===== src/rtl/sym_vn_lut_pkg.sv =====
// Constants and state encoding for the symmetric VN IB-LUT RAM,
// shared by the write-side loader and the read-side wrapper.
package sym_vn_lut_pkg;

    localparam int PAGE_NUM    = 64;
    localparam int PAGE_ADDR_W = 6;
    localparam int DATA_W      = 4;

    typedef enum logic [2:0] {
        ST_IDLE,
        ST_LOAD0,
        ST_LOAD1,
        ST_LAST,
        ST_DONE
    } load_state_t;

endpackage


===== src/rtl/sym_vn_lut_loader.sv =====
// Write-side loader: packs a stream of LUT entries into bank-0/bank-1 pairs
// and writes one full LUT image page by page into the VN LUT RAM.
module sym_vn_lut_loader
    import sym_vn_lut_pkg::*;
#(
    parameter int PAGE_NUM    = sym_vn_lut_pkg::PAGE_NUM,
    parameter int PAGE_ADDR_W = sym_vn_lut_pkg::PAGE_ADDR_W,
    parameter int DATA_W      = sym_vn_lut_pkg::DATA_W
) (
    input  logic                   write_clk,
    input  logic                   rstn,
    input  logic                   start,
    input  logic                   offset_sel,
    input  logic [DATA_W-1:0]      in_data,
    input  logic                   in_valid,
    output logic                   in_ready,
    output logic [DATA_W-1:0]      lut_in_bank0,
    output logic [DATA_W-1:0]      lut_in_bank1,
    output logic [PAGE_ADDR_W-1:0] page_write_addr,
    output logic                   write_addr_offset,
    output logic                   we,
    output logic                   busy,
    output logic                   done
);

    localparam logic [PAGE_ADDR_W:0] LAST_PAGE = (PAGE_ADDR_W+1)'(PAGE_NUM - 1);

    load_state_t              state;
    logic [PAGE_ADDR_W:0]     page_cnt;
    logic [DATA_W-1:0]        bank0_hold;
    logic                     handshake;

    assign handshake = in_valid && in_ready;

    // in_ready and busy are registered decodes of the state being entered,
    // so neither ever depends combinationally on in_valid.
    always_ff @(posedge write_clk or negedge rstn) begin
        if (!rstn) begin
            state             <= ST_IDLE;
            page_cnt          <= '0;
            bank0_hold        <= '0;
            in_ready          <= 1'b0;
            lut_in_bank0      <= '0;
            lut_in_bank1      <= '0;
            page_write_addr   <= '0;
            write_addr_offset <= 1'b0;
            we                <= 1'b0;
            busy              <= 1'b0;
            done              <= 1'b0;
        end else begin
            we   <= 1'b0;
            done <= 1'b0;
            case (state)
                ST_IDLE: begin
                    if (start) begin
                        write_addr_offset <= offset_sel;
                        page_cnt          <= '0;
                        in_ready          <= 1'b1;
                        busy              <= 1'b1;
                        state             <= ST_LOAD0;
                    end
                end
                ST_LOAD0: begin
                    if (handshake) begin
                        bank0_hold <= in_data;
                        state      <= ST_LOAD1;
                    end
                end
                ST_LOAD1: begin
                    if (handshake) begin
                        lut_in_bank0    <= bank0_hold;
                        lut_in_bank1    <= in_data;
                        page_write_addr <= page_cnt[PAGE_ADDR_W-1:0];
                        we              <= 1'b1;
                        page_cnt        <= page_cnt + 1'b1;
                        if (page_cnt == LAST_PAGE) begin
                            in_ready <= 1'b0;
                            state    <= ST_LAST;
                        end else begin
                            state <= ST_LOAD0;
                        end
                    end
                end
                ST_LAST: begin
                    busy  <= 1'b0;
                    done  <= 1'b1;
                    state <= ST_DONE;
                end
                ST_DONE: begin
                    state <= ST_IDLE;
                end
                default: begin
                    in_ready <= 1'b0;
                    busy     <= 1'b0;
                    state    <= ST_IDLE;
                end
            endcase
        end
    end

endmodule


===== config.mk =====
export PLATFORM = sky130hd
export DESIGN_NAME = sym_vn_lut_loader
export DESIGN_NICKNAME = d
export VERILOG_FILES = /design/src/rtl/sym_vn_lut_pkg.sv /design/src/rtl/sym_vn_lut_loader.sv
export SDC_FILE = /design/constraint.sdc
export NUM_CORES = 1
export LEC_CHECK = 0
export ABC_CLOCK_PERIOD_IN_PS = 2400
export BUFFER_PORTS_ARGS = -buffer_cell sky130_fd_sc_hd__buf_2
export CAP_MARGIN = 10
export CELL_PAD_IN_SITES_DETAIL_PLACEMENT = 1
export CELL_PAD_IN_SITES_GLOBAL_PLACEMENT = 2
export CORE_MARGIN = 2
export CORE_UTILIZATION = 39
export CTS_CLUSTER_DIAMETER = 150
export DETAILED_ROUTE_END_ITERATION = 7
export HOLD_SLACK_MARGIN = 0.05
export PLACE_DENSITY_LB_ADDON = 0.1
export RECOVER_POWER = 50
export SYNTH_ARGS = -nofsm -noshare
export SYNTH_HDL_FRONTEND = slang
export SYNTH_SLANG_ARGS = --single-unit

===== constraint.sdc =====
create_clock -name write_clk -period 2.4 [get_ports write_clk]
set_input_delay 0.48 -clock write_clk [delete_from_list [all_inputs] [get_ports write_clk]]
set_output_delay 0.48 -clock write_clk [all_outputs]
set_load 0.01 [all_outputs]

[After elaboration in Yosys (flattened, before gate mapping)]
Index checks and enable logic that the tools add are counted.
Storage, ports and cells
  flip-flop bits (word level): 33
  bits of input ports: 9
  output and inout port bits: 19
  logic and storage cells: 51
Operators by class
  $add $sub $neg: 1
  eq/ne operators: 9
  mux-type cells: 16
  bitwise logic cells: 2
  reduce and logical (&&, ||, !) cells: 12
Operators by type and width (count)
  7-bit two-way mux: 2
  7-bit case mux with 2 select lines: 1
  3-bit case mux with 4 select lines: 1
  3-bit two-way mux: 3
  2-bit inequality test (second input constant): 4
  2-bit AND reduction: 4
  7-bit by 1-bit adder with 7-bit output (second input constant): 1
  7-bit by 6-bit equality test with 1-bit output (second input constant): 1
  3-bit by 2-bit equality test with 1-bit output (second input constant): 2
  1-bit two-way mux: 6
  3-bit AND reduction: 2
  3-bit OR reduction: 2
  4-bit AND reduction: 1
  3-bit by 1-bit equality test with 1-bit output (second input constant): 1
  3-bit equality test (second input constant): 1
  3-bit zero test: 1
  1-bit case mux with 3 select lines: 1
  2-bit two-way mux: 1
  1-bit inverter: 2
  1-bit case mux with 2 select lines: 1
  2-bit nonzero test: 1
  1-bit logical AND: 1

[Depth between registers and ports, before layout]
Gate-level depths: netlist of the first run.
  depth in word-level cells: 4
  mapped depth: 7
  mapped depth without buffers: 5

[Worst setup path before layout of the first run]
No wires, ideal clock.
  kind: register -> register
  start point: register state[0]
  end point: register page_cnt[5]
  library setup time: 0.138 ns
  arrival time: 1.411 ns
  data required time: 2.262 ns
  slack: 0.851 ns
  stages on the path, launching flop included: 7
  buffers on the path: 2
  period minus slack after synthesis: 1.549 ns
  cell sequence: dfrtp_1 buf_6 nand2b_4 or2_1 buf_6 o311ai_1 o41ai_2
Between the ends
  longest elaborated chain between the ends: 3
  elaborated cells on any way between the ends: 7
  classes of those cells: eq/ne (3); mux (1); reduce/logical (3)
Ends and longest elaborated chain
  start: declaration: line sym_vn_lut_loader.sv:28  | load_state_t state;
  start signal: assignment: line sym_vn_lut_loader.sv:39  | state <= ST_IDLE;
  start signal: assignment: line sym_vn_lut_loader.sv:60  | state <= ST_LOAD0;
  start signal: assignment: line sym_vn_lut_loader.sv:66  | state <= ST_LOAD1;
  3-bit by 2-bit equality test with 1-bit output or 3-bit zero test (tied branches): line sym_vn_lut_loader.sv:53  | case (state)
  2-bit inequality test (no line) or 2-bit nonzero test (tied branches)
  3-bit AND reduction (no line)
  end signal: assignment: line sym_vn_lut_loader.sv:75  | page_cnt <= page_cnt + 1'b1;
  end: declaration: line sym_vn_lut_loader.sv:29  | logic [PAGE_ADDR_W:0] page_cnt;
Parallel ways exist; a longest one is shown, timed or not.
A chain may end at the register's enable or synchronous reset.

[Final worst setup path of the first run]
  start point: register state[2]
  end point: register page_write_addr[4]
Between the ends
  longest elaborated chain between the ends: 2
Ends and longest elaborated chain
  3-bit by 2-bit equality test with 1-bit output: line sym_vn_lut_loader.sv:53
  2-bit AND reduction (no line)
  end signal: assignment: line sym_vn_lut_loader.sv:73  | page_write_addr <= page_cnt[PAGE_ADDR_W-1:0];
  end: declaration: line sym_vn_lut_loader.sv:19  | output logic [PAGE_ADDR_W-1:0] page_write_addr,
No other way between the ends.

==> results of run 1 <==
cell type report:
type / count / area [um^2] / area share [%]
flip-flops and latches: 33 / 826 / 47.3
clock buffers: 6 / 82.6 / 4.73
well taps: 48 / 60.1 / 3.44
multi-input cells: 75 / 592 / 33.9
clock inverters: 2 / 37.5 / 2.15
inverters: 3 / 11.3 / 0.646
repair buffers: 28 / 135 / 7.75
power breakdown:
| part | switching [mW] | total (mW) | internal [mW] |
|---|---|---|---|
| Clock | 0.213 | 0.550 | 0.338 |
| Sequential | 0.163 | 0.892 | 0.729 |
| Combinational | 0.258 | 0.544 | 0.286 |
| Total | 0.633 | 1.99 | 1.35 |
placed cells by master, fill, tap and decap left out, drive strengths merged, types with 5 or more instances in the layout:
master / n
buf: 22
clkbuf: 12
dfrtp: 33
mux2: 19
nand2: 10
nor2: 7
o21ai: 5
path summary, 6_finish.rpt:
path / start / endpoint / slack, ns
worst max-delay path: state[2] / page_write_addr[4] / 0.53
worst min-delay path: offset_sel / write_addr_offset / 0.43
worst max register to register: state[2] / page_write_addr[4] / 0.53
worst min register to register: bank0_hold[1] / bank0_hold[1] / 0.51
max in group asynchronous: rstn / state[0] / 0.73
min in group asynchronous: rstn / bank0_hold[3] / 0.65
layer usage:
metal	up-vias	routed length (um)
li1	479	-
met1	516	1310
met2	23	1450
met3	6	116
met4	0	56
met5	-	0
per-stage QoR:
step                      hold WS, ns  setup WS (ns)  utilization (%)  std cells
after floorplan                 0.184          0.851                -        116
after global placement          0.485          0.582             44.6        187
after detailed placement        0.494          0.532             44.6        187
after CTS                       0.267          0.506             47.8        195
after global routing            0.423          0.375             47.6        195
final                           0.433          0.530             47.6        195
state kept, by name (all words and copies together) (netlist names):
signal	cells
page_cnt	7
page_write_addr	6
bank0_hold	4
lut_in_bank0	4
lut_in_bank1	4
state	3
busy	1
done	1
in_ready	1
we	1
write_addr_offset	1
cells by family (layout without fill, tap and decap cells):
| logic type | Yosys count | after routing | share of synthesized area (%) |
|---|---|---|---|
| simple gates | 36 | 36 | 13.4 |
| buf+inv | 8 | 39 | 4.15 |
| fa+ha+maj | 1 | 1 | 0.846 |
| compound gates | 19 | 19 | 9.81 |
| mux | 19 | 19 | 16.0 |
| flops | 33 | 33 | 55.8 |
worst register-to-register path, stage by stage, from the launching register on:
cell and delay, ns:
dfrtp_1 0.56, nand3b_1 0.20, or2_1 0.39, buf_4 0.29
mux2_4 0.32
==> impl_metrics.env, run 1 <==
export IMPL_status="complete, but fails checks"
export IMPL_violations="max-capacitance violations, max-slew violations"
export IMPL_stdcell_area_mm2=0.00174
export IMPL_synth_seq_cells=33
export IMPL_grt_pass1_wl_um=5030
export IMPL_drive_gt1_share_pct=35.4
export IMPL_cts_root_buf="clkbuf_8"
export IMPL_cp_arrival_ns=2.04
export IMPL_slowest_stage="dfrtp_1"
export IMPL_slew_violations=34
export IMPL_clk_latency_ns=0.29
export IMPL_h_tree_depth=2
export IMPL_numCtsBuffers=5
export IMPL_viasPerCell=5.25
export IMPL_synthFlopType="dfrtp_1"
export IMPL_setup_violations=0
export IMPL_portBuffers=27
export IMPL_wl_um=2940
export IMPL_path_depth=4
export IMPL_cpLargestDelayFamily="simple AND/OR/NAND/NOR gates"
export IMPL_num_fill_cells=416
export IMPL_peakVddDrop_mv=0.449
export IMPL_dpl_cell_area_mm2=0.00163
export IMPL_use_met2_pct=24.6
export IMPL_grt_pass1_vias=1016
export IMPL_dr_total_vias=1024
export IMPL_synthArstFlopShare_pct=100
export IMPL_drt_iter0_markers=23
export IMPL_grt_busiest_layer="met2"
export IMPL_syn_area_mm2=0.00148
export IMPL_hp_class="in -> reg"
export IMPL_ios=28
export IMPL_max_cap_violations=1
export IMPL_max_stage_delay_ns=0.56
export IMPL_crit_path_start_kind="flip-flop"
export IMPL_hpwl_um=2000
export IMPL_r2r_cells=4
export IMPL_nNetsFinal=156
export IMPL_die_w_um=65.6
export IMPL_synth_top_cell_area_share_pct=55.8
export IMPL_synth_most_common_cell="dfrtp_1"
export IMPL_fin_skew_ns=0.00519
export IMPL_syn_inst=116
export IMPL_placementRows=22
export IMPL_dr_pass1_iters=4
export IMPL_overflow=0
export IMPL_synth_nets=126
export IMPL_synth_cells_most_frequent="dfrtp_1 (33), mux2_2 (13), nand2_1 (10), nor2_1 (7), mux2_4 (6)"
export IMPL_rsz0062_at_grt="no"
export IMPL_hold_viol_final=0
export IMPL_holdBufCountCts=0
export IMPL_crit_buf_inv=1
export IMPL_tightest_slew_ns=1.76
export IMPL_maxSlewHeadroom_pct=-17.4
export IMPL_min_period_ns=1.87
export IMPL_grt_max_degree=34
export IMPL_cp_max_fo=12
export IMPL_fmax_mhz=535
export IMPL_worstHoldPathCells=2
export IMPL_synth_area_leaders="dfrtp_1 (56%), mux2_2 (9.9%), mux2_4 (6.1%)"
export IMPL_initial_core_util_pct=40.4
export IMPL_gr_usage_met1_pct=20.3
export IMPL_synth_edff_count=0
export IMPL_cts_buffer_depth=2
export IMPL_avgSynthCellArea_um2=12.7
export IMPL_end_kind="flip-flop"
export IMPL_clk_pin_slew_ns=0.07
export IMPL_cts_setup_buffers=0
export IMPL_avgRoutedWirePerCell_um=15.1
export IMPL_cts_sinks=33
export IMPL_cp_required_ns=2.57
export IMPL_place_congestion=0.737
export IMPL_ys_warn_count=0
export IMPL_period_share_pct=77.9
export IMPL_antenna_found_initial=0
export IMPL_route_antenna_remaining_nets=0
export IMPL_leakagePower_nw=0.845
export IMPL_synth_seq_area_share_pct=55.8
export IMPL_die_h_um=65.6
export IMPL_power_density_mw_per_mm2=1140
export IMPL_use_met3_pct=5.14
export IMPL_ys_types=33
export IMPL_criticalPathCategory="reg -> reg"
export IMPL_ctsResizeCount=0
export IMPL_die_area_mm2=0.00430
export IMPL_remaining_drc_errors=0
export IMPL_area_growth_pct=17.9
export IMPL_coreArea_mm2=0.00366
export IMPL_yosys_area_top_type="dfrtp_1"
export IMPL_antenna_cells=0
export IMPL_grt_total_usage_pct=16.1
export IMPL_power_total_mw=1.99
export IMPL_cts_tree="done"
export IMPL_path_cells="nand3b_1, or2_1, buf_4, mux2_4"
export IMPL_setup_tns_ns=0
Power figures use the tool's default switching activity.
==> inputs of run 2 (changes only) <==
Settings changed: ABC_AREA set to 1, ABC_CLOCK_PERIOD_IN_PS 2400 to 1600, CORE_UTILIZATION 39 to 29.
Clock period 2.4 ns to 1.6 ns, I/O delays scaled along.
==> impl_metrics.env, run 2 <==
export IMPL_synth_cells_most_frequent="nand2_1 (57), dfrtp_1 (33), inv_1 (16), nand3_1 (10)"
export IMPL_maxSlewHeadroom_pct=44.4
export IMPL_viasPerCell=4.49
export IMPL_avgRoutedWirePerCell_um=12.9
export IMPL_fin_skew_ns=0.00481
export IMPL_status="complete, no violations"
export IMPL_cts_tree="done"
export IMPL_h_tree_depth=2
export IMPL_grt_pass1_vias=1257
export IMPL_portBuffers=27
export IMPL_grt_total_usage_pct=14.5
export IMPL_initial_core_util_pct=30.6
export IMPL_regMostFlops="page_cnt"
export IMPL_synth_top_cell_area_share_pct=55.9
export IMPL_cp_required_ns=1.78
export IMPL_hp_class="in -> reg"
export IMPL_coreArea_mm2=0.00482
export IMPL_period_share_pct=87.1
export IMPL_setup_tns_ns=0
export IMPL_place_congestion=0.787
export IMPL_slew_violations=0
export IMPL_tightest_slew_ns=0.834
export IMPL_clk_latency_ns=0.29
export IMPL_rsz0062_at_grt="no"
export IMPL_leakagePower_nw=0.992
export IMPL_overflow=0
export IMPL_wl_um=3520
export IMPL_die_h_um=75.4
export IMPL_synthArstFlopShare_pct=100
export IMPL_drt_iter0_markers=44
export IMPL_grt_pass1_wl_um=6110
export IMPL_crit_path_start_kind="flip-flop"
export IMPL_setup_violations=0
export IMPL_min_period_ns=1.39
export IMPL_avgSynthCellArea_um2=8.89
export IMPL_cp_max_fo=14
export IMPL_timing_final_ws_setup_ns=0.206
export IMPL_synth_seq_area_share_pct=55.9
export IMPL_synthFlopType="dfrtp_1"
export IMPL_cts_root_buf="clkbuf_8"
export IMPL_hpwl_um=2540
export IMPL_antenna_cells=0
export IMPL_dr_total_vias=1221
export IMPL_nNetsFinal=214
export IMPL_ys_warn_count=0
export IMPL_remaining_drc_errors=0
export IMPL_syn_inst=166
export IMPL_largest_reg_flops=7
export IMPL_end_kind="flip-flop"
export IMPL_die_w_um=75.4
export IMPL_criticalPathCategory="reg -> reg"
export IMPL_cts_buffer_depth=2
export IMPL_ys_types=21
export IMPL_ios=28
export IMPL_cts_sinks=33
export IMPL_largestRegisters="page_cnt: 7 flops, page_write_addr: 6 flops"
export IMPL_synth_edff_count=0
export IMPL_synth_seq_cells=33
export IMPL_max_cap_violations=0
export IMPL_antenna_found_initial=0
export IMPL_synth_most_common_cell="nand2_1"
export IMPL_drive_gt1_share_pct=25.9
export IMPL_synth_nets=176
export IMPL_area_growth_pct=22.5
export IMPL_hold_viol_final=0
export IMPL_placementRows=25
export IMPL_r2r_start="state[0]"
export IMPL_peakVddDrop_mv=0.272
export IMPL_dp_slack_ns=0.231
export IMPL_mostFrequentLayoutCells="nand2_1 (57), dfrtp_1 (33), buf_2 (21)"
export IMPL_numCtsBuffers=5
export IMPL_die_area_mm2=0.00568
export IMPL_clk_pin_slew_ns=0.07
export IMPL_worstSetupStartpoint="state[0]"
export IMPL_dr_pass1_iters=4
export IMPL_grt_max_degree=34
export IMPL_final_common_cell="nand2_1"
export IMPL_fmax_mhz=717
export IMPL_synth_area_leaders="dfrtp_1 (56%), nand2_1 (14%), o21ai_2 (5.3%)"
export IMPL_syn_area_mm2=0.00148
export IMPL_power_density_mw_per_mm2=825
export IMPL_hp_start="offset_sel"
export IMPL_cp_arrival_ns=1.57
export IMPL_route_antenna_remaining_nets=0
export IMPL_yosys_area_top_type="dfrtp_1"
## run 2: cell types whose count changed after synthesis, sizes merged, moves of 4 or more
cell / delta
inv: +16
o21ai: +14
mux2: -19
nand2: +50
nand3: +8
nor2: +4
## run 2: cell families after synthesis
logic type,share of synthesized area [%]
AND/OR/NAND/NOR,26.6
adder cells (fa/ha/maj),0.847
AO/OA/AOI/OAI,9.75
buffers and inverters,6.86
flip-flops,55.9
## run 2: per-layer routing
metal | wire [um] | up-vias | GRT usage (%)
li1 | - | 600 | -
met1 | 1630 | 589 | 18.5
met2 | 1700 | 26 | 23.8
met3 | 142 | 6 | 4.10
met4 | 52 | 0 | 4.68
met5 | 0 | - | 0
## run 2: repair_timing
item	CTS	global route
hold buffers	1	0
endpoints found under the setup margin	0	0
gates resized for setup	0	0
setup buffers	0	0
endpoints found under the hold margin	33	0
## run 2: where the power goes
group | internal (mW) | total [mW] | switching, mW
Combinational | 0.0100 | 0.0332 | 0.0232
Sequential | 0.834 | 0.834 | 0
Clock | 0.300 | 0.625 | 0.325
Total | 1.14 | 1.49 | 0.348
## run 2: path summary, 6_finish.rpt
path	slack [ns]	endpoint	depth (start not counted)
worst max-delay path	0.21	lut_in_bank1[1]	7
worst min-delay path	0.23	write_addr_offset	3
worst max register to register	0.21	lut_in_bank1[1]	7
worst min register to register	0.47	lut_in_bank0[3]	2
max in group asynchronous	0.32	lut_in_bank0[1]	3
min in group asynchronous	0.75	in_ready	3
## run 2: cell type report
| type | count | area [um^2] |
|---|---|---|
| flip-flops and latches | 33 | 826 |
| inverters | 19 | 71.3 |
| repair buffers | 34 | 193 |
| well taps | 67 | 83.8 |
| clock inverters | 3 | 17.5 |
| fillers | 606 | 3010 |
| clock buffers | 5 | 68.8 |
| multi-input cells | 111 | 549 |
## run 2: critical path, stage by stage (launching register included)
cell,delay [ns]
dfrtp_1,0.47
inv_1,0.14
nand2_2,0.09
nor2_4,0.12
nand2_4,0.14
buf_12,0.19
nand2_1,0.07
o21ai_2,0.05
## run 2: through the flow
step	cells	utilization [%]	total power, mW	cell area [um^2]	hold slack, ns
floorplan	166	-	0.854	1480	0.0244
global placement	263	36.0	0.887	1740	0.293
detailed placement	263	36.0	0.888	1740	0.294
CTS	272	38.0	1.53	1830	0.228
global route	272	37.6	1.56	1810	0.254
finish	272	37.6	1.49	1810	0.233
